[config.mk]
export PLATFORM = sky130hd
export DESIGN_NAME = seg_slot_sched
export DESIGN_NICKNAME = d
export VERILOG_FILES = /design/src/rtl/seg_slot_sched.sv
export SDC_FILE = /design/constraint.sdc
export NUM_CORES = 1
export LEC_CHECK = 0
export ABC_AREA = 1
export CORE_MARGIN = 1
export CORE_UTILIZATION = 30
export DETAILED_ROUTE_END_ITERATION = 7
export DONT_BUFFER_PORTS = 1
export GPL_TIMING_DRIVEN = 1
export PLACE_DENSITY = 0.43
export SYNTH_ARGS = -nofsm -noshare
export SYNTH_HDL_FRONTEND = slang
export SYNTH_SLANG_ARGS = --single-unit
[constraint.sdc]
create_clock -name rx0_pclk -period 6.9 [get_ports rx0_pclk]
set_input_delay 0.345 -clock rx0_pclk [delete_from_list [all_inputs] [get_ports rx0_pclk]]
set_output_delay 0.345 -clock rx0_pclk [all_outputs]
set_load 0.01 [all_outputs]
[src/rtl/seg_slot_sched.sv]
// seg_slot_sched: allocates half-line segments into a slot ring and queues one descriptor per committed segment
module seg_slot_sched #(
  parameter int SEG_LEN       = 640,
  parameter int SEGS_PER_LINE = 2,
  parameter int NSLOTS        = 4,
  parameter int SLOT_W        = 2,
  parameter int ADDR_W        = 10,
  parameter int IDX_W         = 12
) (
  input  logic              rx0_pclk,
  input  logic              rstbtn_n,
  input  logic              rx0_vsync,
  input  logic              video_en,
  output logic              wr_en,
  output logic [SLOT_W-1:0] wr_slot,
  output logic [ADDR_W-1:0] wr_addr,
  output logic              tx_req,
  output logic [SLOT_W-1:0] tx_slot,
  output logic [IDX_W-1:0]  tx_idx,
  input  logic              tx_ack,
  input  logic              tx_done,
  output logic [SLOT_W:0]   free_cnt,
  output logic [15:0]       drop_cnt,
  output logic              err_short
);
  localparam int SEG_W = $clog2(SEGS_PER_LINE + 1);
  typedef enum logic [1:0] {IDLE, FILL, DROP, WAIT} wst_t;
  typedef enum logic [1:0] {R_IDLE, R_REQ, R_BUSY} rst_t;
  wst_t ws_q, ws_d;
  rst_t rs_q, rs_d;
  logic [ADDR_W-1:0] pcnt_q, pcnt_d, waddr_q;
  logic [SEG_W-1:0] seg_q, seg_d;
  logic [IDX_W-1:0] line_q, line_d, tidx_q, tidx_d, cur_idx;
  logic [SLOT_W-1:0] wptr_q, wptr_d, head_q, head_d, tail, wslot_q, tslot_q, tslot_d;
  logic [SLOT_W:0] qcnt_q, qcnt_d, free_q, free_d;
  logic [15:0] drop_q, drop_d;
  logic ven_q, wr_en_q, wr_en_d, err_q, err_d, treq_q, treq_d;
  logic alloc, rel_w, rel_r, push, pop, fall, seg_end;
  logic [SLOT_W-1:0] q_slot [NSLOTS];
  logic [IDX_W-1:0] q_idx [NSLOTS];
  assign fall    = ven_q && !video_en;
  assign seg_end = pcnt_q == ADDR_W'(SEG_LEN - 1);
  assign cur_idx = IDX_W'(32'(line_q) * SEGS_PER_LINE + 32'(seg_q));
  assign tail    = head_q + qcnt_q[SLOT_W-1:0];
  // Pixel 0 of a segment is written in the same cycle its slot is allocated.
  always_comb begin
    ws_d = ws_q;
    pcnt_d = pcnt_q;
    seg_d = seg_q;
    line_d = line_q;
    wptr_d = wptr_q;
    drop_d = drop_q;
    alloc = 1'b0;
    rel_w = 1'b0;
    push = 1'b0;
    wr_en_d = 1'b0;
    err_d = 1'b0;
    if (rx0_vsync || fall) begin
      ws_d = IDLE;
      pcnt_d = '0;
      seg_d = '0;
      line_d = rx0_vsync ? '0 : line_q + IDX_W'(1);
      rel_w = ws_q == FILL;
      err_d = !rx0_vsync && ws_q == FILL;
    end else if (video_en) begin
      case (ws_q)
        IDLE: begin
          pcnt_d = ADDR_W'(1);
          alloc = free_q != '0;
          wr_en_d = alloc;
          ws_d = alloc ? FILL : DROP;
          drop_d = (alloc || &drop_q) ? drop_q : drop_q + 16'd1;
        end
        FILL, DROP: begin
          wr_en_d = ws_q == FILL;
          pcnt_d = seg_end ? '0 : pcnt_q + ADDR_W'(1);
          if (seg_end) begin
            push = ws_q == FILL;
            wptr_d = wptr_q + SLOT_W'(push);
            seg_d = seg_q + SEG_W'(1);
            ws_d = seg_q == SEG_W'(SEGS_PER_LINE - 1) ? WAIT : IDLE;
          end
        end
        default: ws_d = WAIT;
      endcase
    end
  end
  always_comb begin
    rs_d = rs_q;
    pop = 1'b0;
    rel_r = 1'b0;
    treq_d = treq_q;
    tslot_d = tslot_q;
    tidx_d = tidx_q;
    case (rs_q)
      R_IDLE: if (qcnt_q != '0) begin
        pop = 1'b1;
        treq_d = 1'b1;
        tslot_d = q_slot[head_q];
        tidx_d = q_idx[head_q];
        rs_d = R_REQ;
      end
      R_REQ: if (tx_ack) begin
        treq_d = 1'b0;
        rs_d = R_BUSY;
      end
      R_BUSY: if (tx_done) begin
        rel_r = 1'b1;
        rs_d = R_IDLE;
      end
      default: rs_d = R_IDLE;
    endcase
  end
  assign head_d = head_q + SLOT_W'(pop);
  assign qcnt_d = qcnt_q + {{SLOT_W{1'b0}}, push} - {{SLOT_W{1'b0}}, pop};
  assign free_d = free_q + {{SLOT_W{1'b0}}, rel_w} + {{SLOT_W{1'b0}}, rel_r} - {{SLOT_W{1'b0}}, alloc};
  always_ff @(posedge rx0_pclk)
    if (push) begin
      q_slot[tail] <= wptr_q;
      q_idx[tail] <= cur_idx;
    end
  always_ff @(posedge rx0_pclk or negedge rstbtn_n)
    if (!rstbtn_n) begin
      ws_q <= IDLE;
      rs_q <= R_IDLE;
      pcnt_q <= '0;
      seg_q <= '0;
      line_q <= '0;
      wptr_q <= '0;
      head_q <= '0;
      qcnt_q <= '0;
      free_q <= (SLOT_W + 1)'(NSLOTS);
      drop_q <= '0;
      ven_q <= 1'b0;
      wr_en_q <= 1'b0;
      wslot_q <= '0;
      waddr_q <= '0;
      err_q <= 1'b0;
      treq_q <= 1'b0;
      tslot_q <= '0;
      tidx_q <= '0;
    end else begin
      ws_q <= ws_d;
      rs_q <= rs_d;
      pcnt_q <= pcnt_d;
      seg_q <= seg_d;
      line_q <= line_d;
      wptr_q <= wptr_d;
      head_q <= head_d;
      qcnt_q <= qcnt_d;
      free_q <= free_d;
      drop_q <= drop_d;
      ven_q <= video_en;
      wr_en_q <= wr_en_d;
      wslot_q <= wptr_q;
      waddr_q <= pcnt_q;
      err_q <= err_d;
      treq_q <= treq_d;
      tslot_q <= tslot_d;
      tidx_q <= tidx_d;
    end
  assign wr_en     = wr_en_q;
  assign wr_slot   = wslot_q;
  assign wr_addr   = waddr_q;
  assign tx_req    = treq_q;
  assign tx_slot   = tslot_q;
  assign tx_idx    = tidx_q;
  assign free_cnt  = free_q;
  assign drop_cnt  = drop_q;
  assign err_short = err_q;
endmodule
==> results of run 1 <==
power groups by stage:
| stage | Combinational (mW) | Sequential (mW) | Clock (mW) |
|---|---|---|---|
| 2_1_floorplan | 0.486 | 1.08 | 0 |
| 3_3_place_gp | 0.560 | 1.13 | 0 |
| 3_5_place_dp | 0.572 | 1.14 | 0 |
| 4_1_cts | 0.591 | 1.12 | 0.945 |
| 5_1_grt | 0.672 | 1.14 | 0.981 |
| 6_report | 0.578 | 1.12 | 0.918 |
synth_stat cells, types with 4 or more instances:
cell type  count  area [sq um]
nand2_1      138         518.0
nor2_1       122         457.9
dfrtp_1       82          2052
inv_1         63         236.5
edfxtp_1      56          1682
o21ai_0       46         230.2
nand3_1       30         150.1
a31oi_1       15         93.84
xor2_1        15         131.4
ha_1          14         175.2
nand4_1       12         75.07
a21oi_1       11         55.05
xnor2_1        7         61.31
buf_2          6         30.03
nor3_1         6         30.03
clkbuf_1       5         18.77
nand2_2        5         31.28
buf_6          4         45.04
inv_2          4         15.01
nor2_2         4         25.02
metal layers:
layer | global-route usage, % | wire, microns
met4 | 5.876 | 175
met2 | 20.75 | 6185
met3 | 3.650 | 655
met1 | 17.65 | 6515
met5 | 0 | 0
stage by stage:
step	instance area (sq um)	hold slack, ns	util [%]	total power [mW]
after floorplan	6401	0.04941	-	1.562
after global placement	6669	0.05294	31.82	1.692
after detailed placement	6669	0.05330	31.82	1.710
after CTS	7301	0.003154	34.84	2.659
after global routing	7312	0.004904	34.89	2.794
final	7312	0.02138	34.89	2.613
how the worst min path moves through the flow:
| stage | depth (start not counted) | end | start |
|---|---|---|---|
| 2_1_floorplan | 0 | drop_cnt[0]$_DFFE_PN0P_ | rstbtn_n |
| 3_3_place_gp | 0 | wr_slot[0]$_DFF_PN0_ | rstbtn_n |
| 3_5_place_dp | 0 | wr_slot[1]$_DFF_PN0_ | rstbtn_n |
| 4_1_cts | 1 | rs_q[0]$_DFFE_PN0P_ | tx_ack |
| 5_1_grt | 1 | rs_q[0]$_DFFE_PN0P_ | tx_ack |
| 6_report | 1 | rs_q[0]$_DFFE_PN0P_ | tx_ack |
what timing repair did:
action,in CTS,in global routing
endpoints found under the hold margin,84,0
setup buffers,0,0
hold buffers,3,0
area by class of cell:
type | instances | area (sq um) | area share (%)
inverters | 67 | 251.5 | 3.439
flip-flops and latches | 139 | 3760 | 51.42
clock buffers | 21 | 440.4 | 6.023
clock inverters | 11 | 143.9 | 1.968
repair buffers | 6 | 73.82 | 1.010
multi-input cells | 446 | 2298 | 31.43
well taps | 275 | 344.1 | 4.706
logic make-up (layout without fill, tap and decap cells):
| family | count (synthesis) | count (layout) | share of synthesized area [%] |
|---|---|---|---|
| XOR/XNOR | 22 | 22 | 3.010 |
| adder cells (fa/ha/maj) | 17 | 17 | 3.675 |
| buffers and inverters | 83 | 105 | 5.453 |
| flip-flops | 139 | 139 | 58.74 |
| AO/OA/AOI/OAI | 78 | 78 | 6.607 |
| AND/OR/NAND/NOR | 329 | 329 | 22.52 |
flip-flops by register name, summed over array words and instances (netlist names), 2 cells and up:
| name | count |
|---|---|
| wptr_q | 2 |
| free_cnt | 3 |
| tx_idx | 12 |
| wr_addr | 10 |
| qcnt_q | 3 |
| ws_q | 2 |
| q_idx | 48 |
| drop_cnt | 16 |
| pcnt_q | 10 |
| rs_q | 2 |
| q_slot | 8 |
| seg_q | 2 |
| head_q | 2 |
| line_q | 11 |
| wr_slot | 2 |
| tx_slot | 2 |
worst reg2reg max path: cells and delay by family, from the launching register on:
kind / cells / cell delay, ns
buffers and inverters: 1 / 0.08
XOR/XNOR: 2 / 0.43
adder cells (fa/ha/maj): 1 / 0.30
flip-flops: 1 / 0.98
AND/OR/NAND/NOR: 1 / 0.85
==> summary.md, run 1 <==
| Metric | Value |
|---|---|
| IO Count | `54` |
| Fill cells | `2169` |
| First-pass GRT wire length | `22.57 mm` |
| Maximum clock path buffer count | `2` |
| Gpl congestion | `0.8105` |
| Worst hold path type | `input port to flip-flop` |
| Mean Syn Cell Area | `9.583 sq um` |
| Final worst path period need | `3.019 ns` |
| DR WL/cell | `14.02 microns` |
| TritonCTS Buffers | `17` |
| EDFF count, synth | `56` |
| CP Depth | `5` |
| CP dominant cell by count | `xor2_1` |
| Power share of the sequential group | `42.7%` |
| Vias/cell | `4.576` |
| Die height | `148.1 microns` |
| Worst endpoint required time | `6.93 ns` |
| CORE AREA | `0.02096 sq mm` |
| Gates resized, CTS repair | `0` |
| Synth warnings | `0` |
| Cells after synthesis | `668` |
| Layout cells sized above 1 | `7.826%` |
| Worst Setup End Kind | `flip-flop` |
| DR vias | `4416` |
| Total Wirelength | `13.53 mm` |
| CTS Sinks | `139` |
| Port Buffers | `0` |
| Seq/Total Area, Yosys | `58.74%` |
| Ant. Diodes | `0` |
| FP Rows | `53` |
| Overflow after GRT | `0` |
| Psw | `0.8662 mW` |
| Pre-CTS setup slack | `3.667 ns` |
| Final hold vios | `0` |
| Pre-antenna DRT Iters | `5` |
| Async SR Flop Fraction | `59.71%` |
| Crit path largest cell delay | `0.98 ns` |
| Commonest cells after routing, fill and taps aside | `138 x nand2_1, 122 x nor2_1, 82 x dfrtp_1` |
| CP endpoint | `q_idx[0][11]$_DFFE_PP_` |
| Antenna violations before repair | `0` |
| Synth Flop Type | `dfrtp_1` |
| CP top delay family | `flip-flops` |
| Final slew viol count | `0` |
| CP startpoint kind | `flip-flop` |
| RSZ-0062 raised after global routing | `false` |
| Vias in the first global route | `4327` |
| Detail Route Antenna Nets | `0` |
| CTS tree | `yes` |
| Synth cell types | `37` |
| CP max-delay cell | `dfrtp_1` |
| Crit path buffers/inverters | `1` |
| Peak VDD IR | `0.1704 mV` |
| Sum Neg Setup Slack | `0 ns` |
| P_int | `1.747 mW` |
| Setup Viol. Count Final | `0` |
| Syn Nets | `691` |
| Rel. slew slack | `23.95%` |
| Nets | `700` |
| PwrDens | `357.4 mW/mm^2` |
| Max frequency | `331.3 MHz` |
| Area of the mapped netlist | `0.006401 sq mm` |
| CP Class | `flip-flop to flip-flop` |
| Crit-path cells | `ha_1 -> xor2_1 -> xor2_1 -> inv_1 -> nor2_1` |
| WP data arrival | `3.05 ns` |
| Worst-Skew Late Latency | `0.42 ns` |
| MaxCap Viol Count | `0` |
| Chip width | `148.1 microns` |
| Largest net degree at the start of global routing | `84` |
| CTS clk-pin slew, worst paths | `0.06 ns` |
| R2R Path Start | `head_q[0]$_DFF_PN0_` |
| Fin cells | `965` |
| Clock root buffer | `clkbuf_16` |
| Final WS setup | `3.881 ns` |
| H-Tree Level Count | `4` |
| Commonest non-fill, non-tap cell in the layout | `nand2_1` |
| Switching Share | `33.15%` |
| GRT Util Overall | `13.44%` |
| Fin crit share | `43.75%` |
| Status | `complete, no violations` |
| Initial DRC count | `286` |
| Clock share of power | `35.1%` |
| Reg2reg end | `q_idx[0][11]$_DFFE_PP_` |
| FF+latch count, synth | `139` |
| Setup crit start | `head_q[0]$_DFF_PN0_` |
| Worst R2R Path Depth | `5` |
| DRC | `0` |
| Synth-to-Final Area Change | `14.23%` |
| HPWL Detailed | `9.236 mm` |
| Worst Skew | `0.01341 ns` |
| Leakage | `3.128 nW` |
| Tightest Pin Transition | `1.137 ns` |
| Starting density of the core | `30.55%` |
| Placed Cells | `929` |
| DIE AREA | `0.02192 sq mm` |
| Crit path max fanout | `31` |
| Combinational share of power | `22.1%` |
| R2R Setup Slk | `3.88 ns` |
Note: power is estimated with default switching activity, not from simulation.
==> run 2: changes to the inputs <==
ABC_AREA = 0   (was 1)
PLACE_DENSITY = 0.44   (was 0.43)
clock period = 2.6 ns   (was 6.9 ns; I/O delays follow)
==> summary.md, run 2 <==
| Metric | Value |
|---|---|
| HPWL Detailed | `7.831 mm (-15%)` |
| TritonCTS Buffers | `17 (unchanged)` |
| Largest net degree at the start of global routing | `84 (unchanged)` |
| CORE AREA | `0.01946 sq mm (-7.1%)` |
| Leakage | `2.960 nW (-5.4%)` |
| Largest register FFs | `48 (unchanged)` |
| Maximum clock path buffer count | `2 (unchanged)` |
| Design Power | `5.139 mW (+97%)` |
| Core Util, Final | `36.12% (+1.2 points)` |
| Final slew viol count | `0 (unchanged)` |
| Synth cell types | `51 (+38%)` |
| CTS tree | `yes` |
| Tightest Pin Transition | `0.6699 ns (-0.4667 ns)` |
| Async SR Flop Fraction | `59.71% (unchanged)` |
| Worst endpoint required time | `2.89 ns (-4.04 ns)` |
| Overflow after GRT | `0 (unchanged)` |
| Starting density of the core | `30.57% (about the same)` |
| CTS clk-pin slew, worst paths | `0.06 ns (about the same)` |
| Status | `complete, no violations` |
| Most area-hungry cell type in the Yosys netlist | `dfrtp_1` |
| Antenna violations before repair | `0 (unchanged)` |
| FF+latch count, synth | `139 (unchanged)` |
| FP Rows | `51 (-3.8%)` |
| H-Tree Level Count | `4 (unchanged)` |
| WP data arrival | `2.74 ns (-0.31 ns)` |
| Gpl congestion | `0.7325 (-9.6%)` |
| Yosys top cell area share | `34.49% (+2.4 points)` |
| Peak VDD IR | `0.4592 mV (+170%)` |
| Max frequency | `409.2 MHz (+24%)` |
| Vias in the first global route | `3638 (-16%)` |
| DIE AREA | `0.02040 sq mm (-7.0%)` |
| Most flops, register | `q_idx` |
| EDFF count, synth | `56 (unchanged)` |
| DRC | `0 (unchanged)` |
| Port Buffers | `0 (unchanged)` |
| DR vias | `3517 (-20%)` |
| Setup Viol. Count Final | `0 (unchanged)` |
| Final hold vios | `0 (unchanged)` |
| Fin crit share | `93.99% (+50 points)` |
| Synth Flop Type | `dfrtp_1` |
| PwrDens | `730.9 mW/mm^2 (+100%)` |
| Pre-antenna DRT Iters | `6 (+1)` |
| Synth-to-Final Area Change | `18.17%` |
| Ant. Diodes | `0 (unchanged)` |
| Top post-synthesis cells by count | `82 x dfrtp_1, 56 x edfxtp_1, 26 x nand2_1, 22 x xor2_1, 21 x nor2_1` |
| Final worst path period need | `2.444 ns (-0.5749 ns)` |
| Total Wirelength | `11.92 mm (-12%)` |
| Vias/cell | `4.792 (+4.7%)` |
| GRT Util Overall | `12.79% (-0.65 points)` |
| CP startpoint kind | `flip-flop` |
| Worst Setup End Kind | `flip-flop` |
| Count leader, synth | `dfrtp_1` |
| Synth warnings | `0 (unchanged)` |
| Clock root buffer | `clkbuf_16` |
| Rel. slew slack | `54.93% (+31 points)` |
| Commonest cells after routing, fill and taps aside | `82 x dfrtp_1, 56 x edfxtp_1, 26 x nand2_1` |
| Worst-Skew Late Latency | `0.41 ns (about the same)` |
| Worst hold path type | `input port to flip-flop` |
| Area of the mapped netlist | `0.005949 sq mm (-7.1%)` |
| IO Count | `54 (unchanged)` |
| Commonest non-fill, non-tap cell in the layout | `dfrtp_1` |
| Chip width | `142.8 microns (-3.5%)` |
| Crit path max fanout | `3 (-90%)` |
| Syn Nets | `450 (-35%)` |
| Worst Skew | `0.01163 ns (-0.001787 ns)` |
| Cells after synthesis | `427 (-36%)` |
| Seq/Total Area, Yosys | `63.20% (+4.5 points)` |
| Nets | `479 (-32%)` |
| Mean Syn Cell Area | `13.93 sq um (+45%)` |
| Die height | `142.8 microns (-3.5%)` |
| Initial DRC count | `193 (-33%)` |
| First-pass GRT wire length | `19.29 mm (-15%)` |
| CTS Sinks | `139 (unchanged)` |
| MaxCap Viol Count | `0 (unchanged)` |
| RSZ-0062 raised after global routing | `false` |
| Synth area leaders | `dfrtp_1 34%, edfxtp_1 28%, mux4_2 5.3%` |
| DR WL/cell | `16.23 microns (+16%)` |
| Layout cells sized above 1 | `20.04% (+12 points)` |
| Detail Route Antenna Nets | `0 (unchanged)` |
| CP Class | `flip-flop to flip-flop` |
run 2: cell types whose count changed after synthesis, sizes merged, moves of 7 or more:
| cell | previous run | this run |
|---|---|---|
| mux2 | 0 | 16 |
| mux4 | 0 | 14 |
| nor2 | 130 | 21 |
| nand4 | 13 | 6 |
| nor4 | 0 | 10 |
| a31oi | 15 | 0 |
| nand3 | 32 | 17 |
| o21ai | 47 | 14 |
| xnor2 | 7 | 18 |
| or3 | 0 | 9 |
| xor2 | 15 | 22 |
| nand2 | 145 | 26 |
| inv | 67 | 14 |
run 2: layout make-up:
| type | count | area [sq um] |
|---|---|---|
| well taps | 265 | 331.6 |
| clock inverters | 12 | 123.9 |
| fillers | 1895 | 12430 |
| clock buffers | 20 | 436.7 |
| repair buffers | 24 | 212.7 |
| flip-flops and latches | 139 | 3760 |
| multi-input cells | 260 | 2113 |
| inverters | 14 | 52.55 |
run 2: kinds of logic after synthesis:
kind of cell,after synthesis,synth area share (%)
mux,31,8.496
fa+ha+maj,17,3.954
buf+inv,28,1.935
simple gates,126,11.63
compound gates,46,4.900
flops,139,63.20
xor+xnor,40,5.888
run 2: stage by stage:
stage	cells	area [sq um]	setup slack (ns)	hold WS, ns	TNS (ns)
2_1_floorplan	427	5956	-0.1129	-0.1656	-3.160
3_3_place_gp	695	6361	0.1589	-0.1638	0
3_5_place_dp	695	6361	0.1019	-0.1638	0
4_1_cts	733	6999	0.08757	0.01773	0
5_1_grt	734	7030	0.0009455	0.03938	0
6_report	734	7030	0.1563	0.01955	0
run 2: report_power, final:
group / switching, mW / internal (mW)
Combinational: 0.203 / 0.154
Sequential: 0.137 / 2.36
Clock: 0.884 / 1.40
run 2: repair_timing:
item / in CTS / in global routing
hold endpoints to repair: 102 / 0
gates resized for setup: 0 / 5
hold buffers: 6 / 0
setup endpoints to repair: 0 / 1
setup buffers: 0 / 1
run 2: worst paths after layout:
kind / from / end / slack (ns) / cells past startpoint
min in group asynchronous: rstbtn_n / tx_idx[3]$_DFFE_PN0P_ / 0.28 / 2
worst min-delay path: video_en / ws_q[1]$_DFFE_PN0P_ / 0.02 / 2
worst min register to register: pcnt_q[1]$_DFFE_PN0P_ / wr_addr[1]$_DFF_PN0_ / 0.43 / 0
max in group asynchronous: rstbtn_n / free_cnt[2]$_DFF_PN1_ / 1.97 / 2
worst max register to register: pcnt_q[7]$_DFFE_PN0P_ / qcnt_q[2]$_DFF_PN0_ / 0.16 / 10
worst max-delay path: pcnt_q[7]$_DFFE_PN0P_ / qcnt_q[2]$_DFF_PN0_ / 0.16 / 10
run 2: layer usage:
layer,global-route usage (%),vias to the layer above,part of all wire (%)
li1,-,1639,-
met1,16.84,1801,48
met2,19.40,64,46
met3,3.856,13,4.1
met4,5.716,0,1.8
met5,0,-,0
run 2: worst max-delay path, cell delays in order, from the launching register on:
cell and delay, ns:
dfrtp_1 0.38, or3b_4 0.42, nor3_4 0.23, nand3_2 0.11, ha_1 0.28, inv_1 0.05
ha_1 0.13, inv_1 0.05, fa_1 0.40, xnor2_2 0.15, xnor2_1 0.12
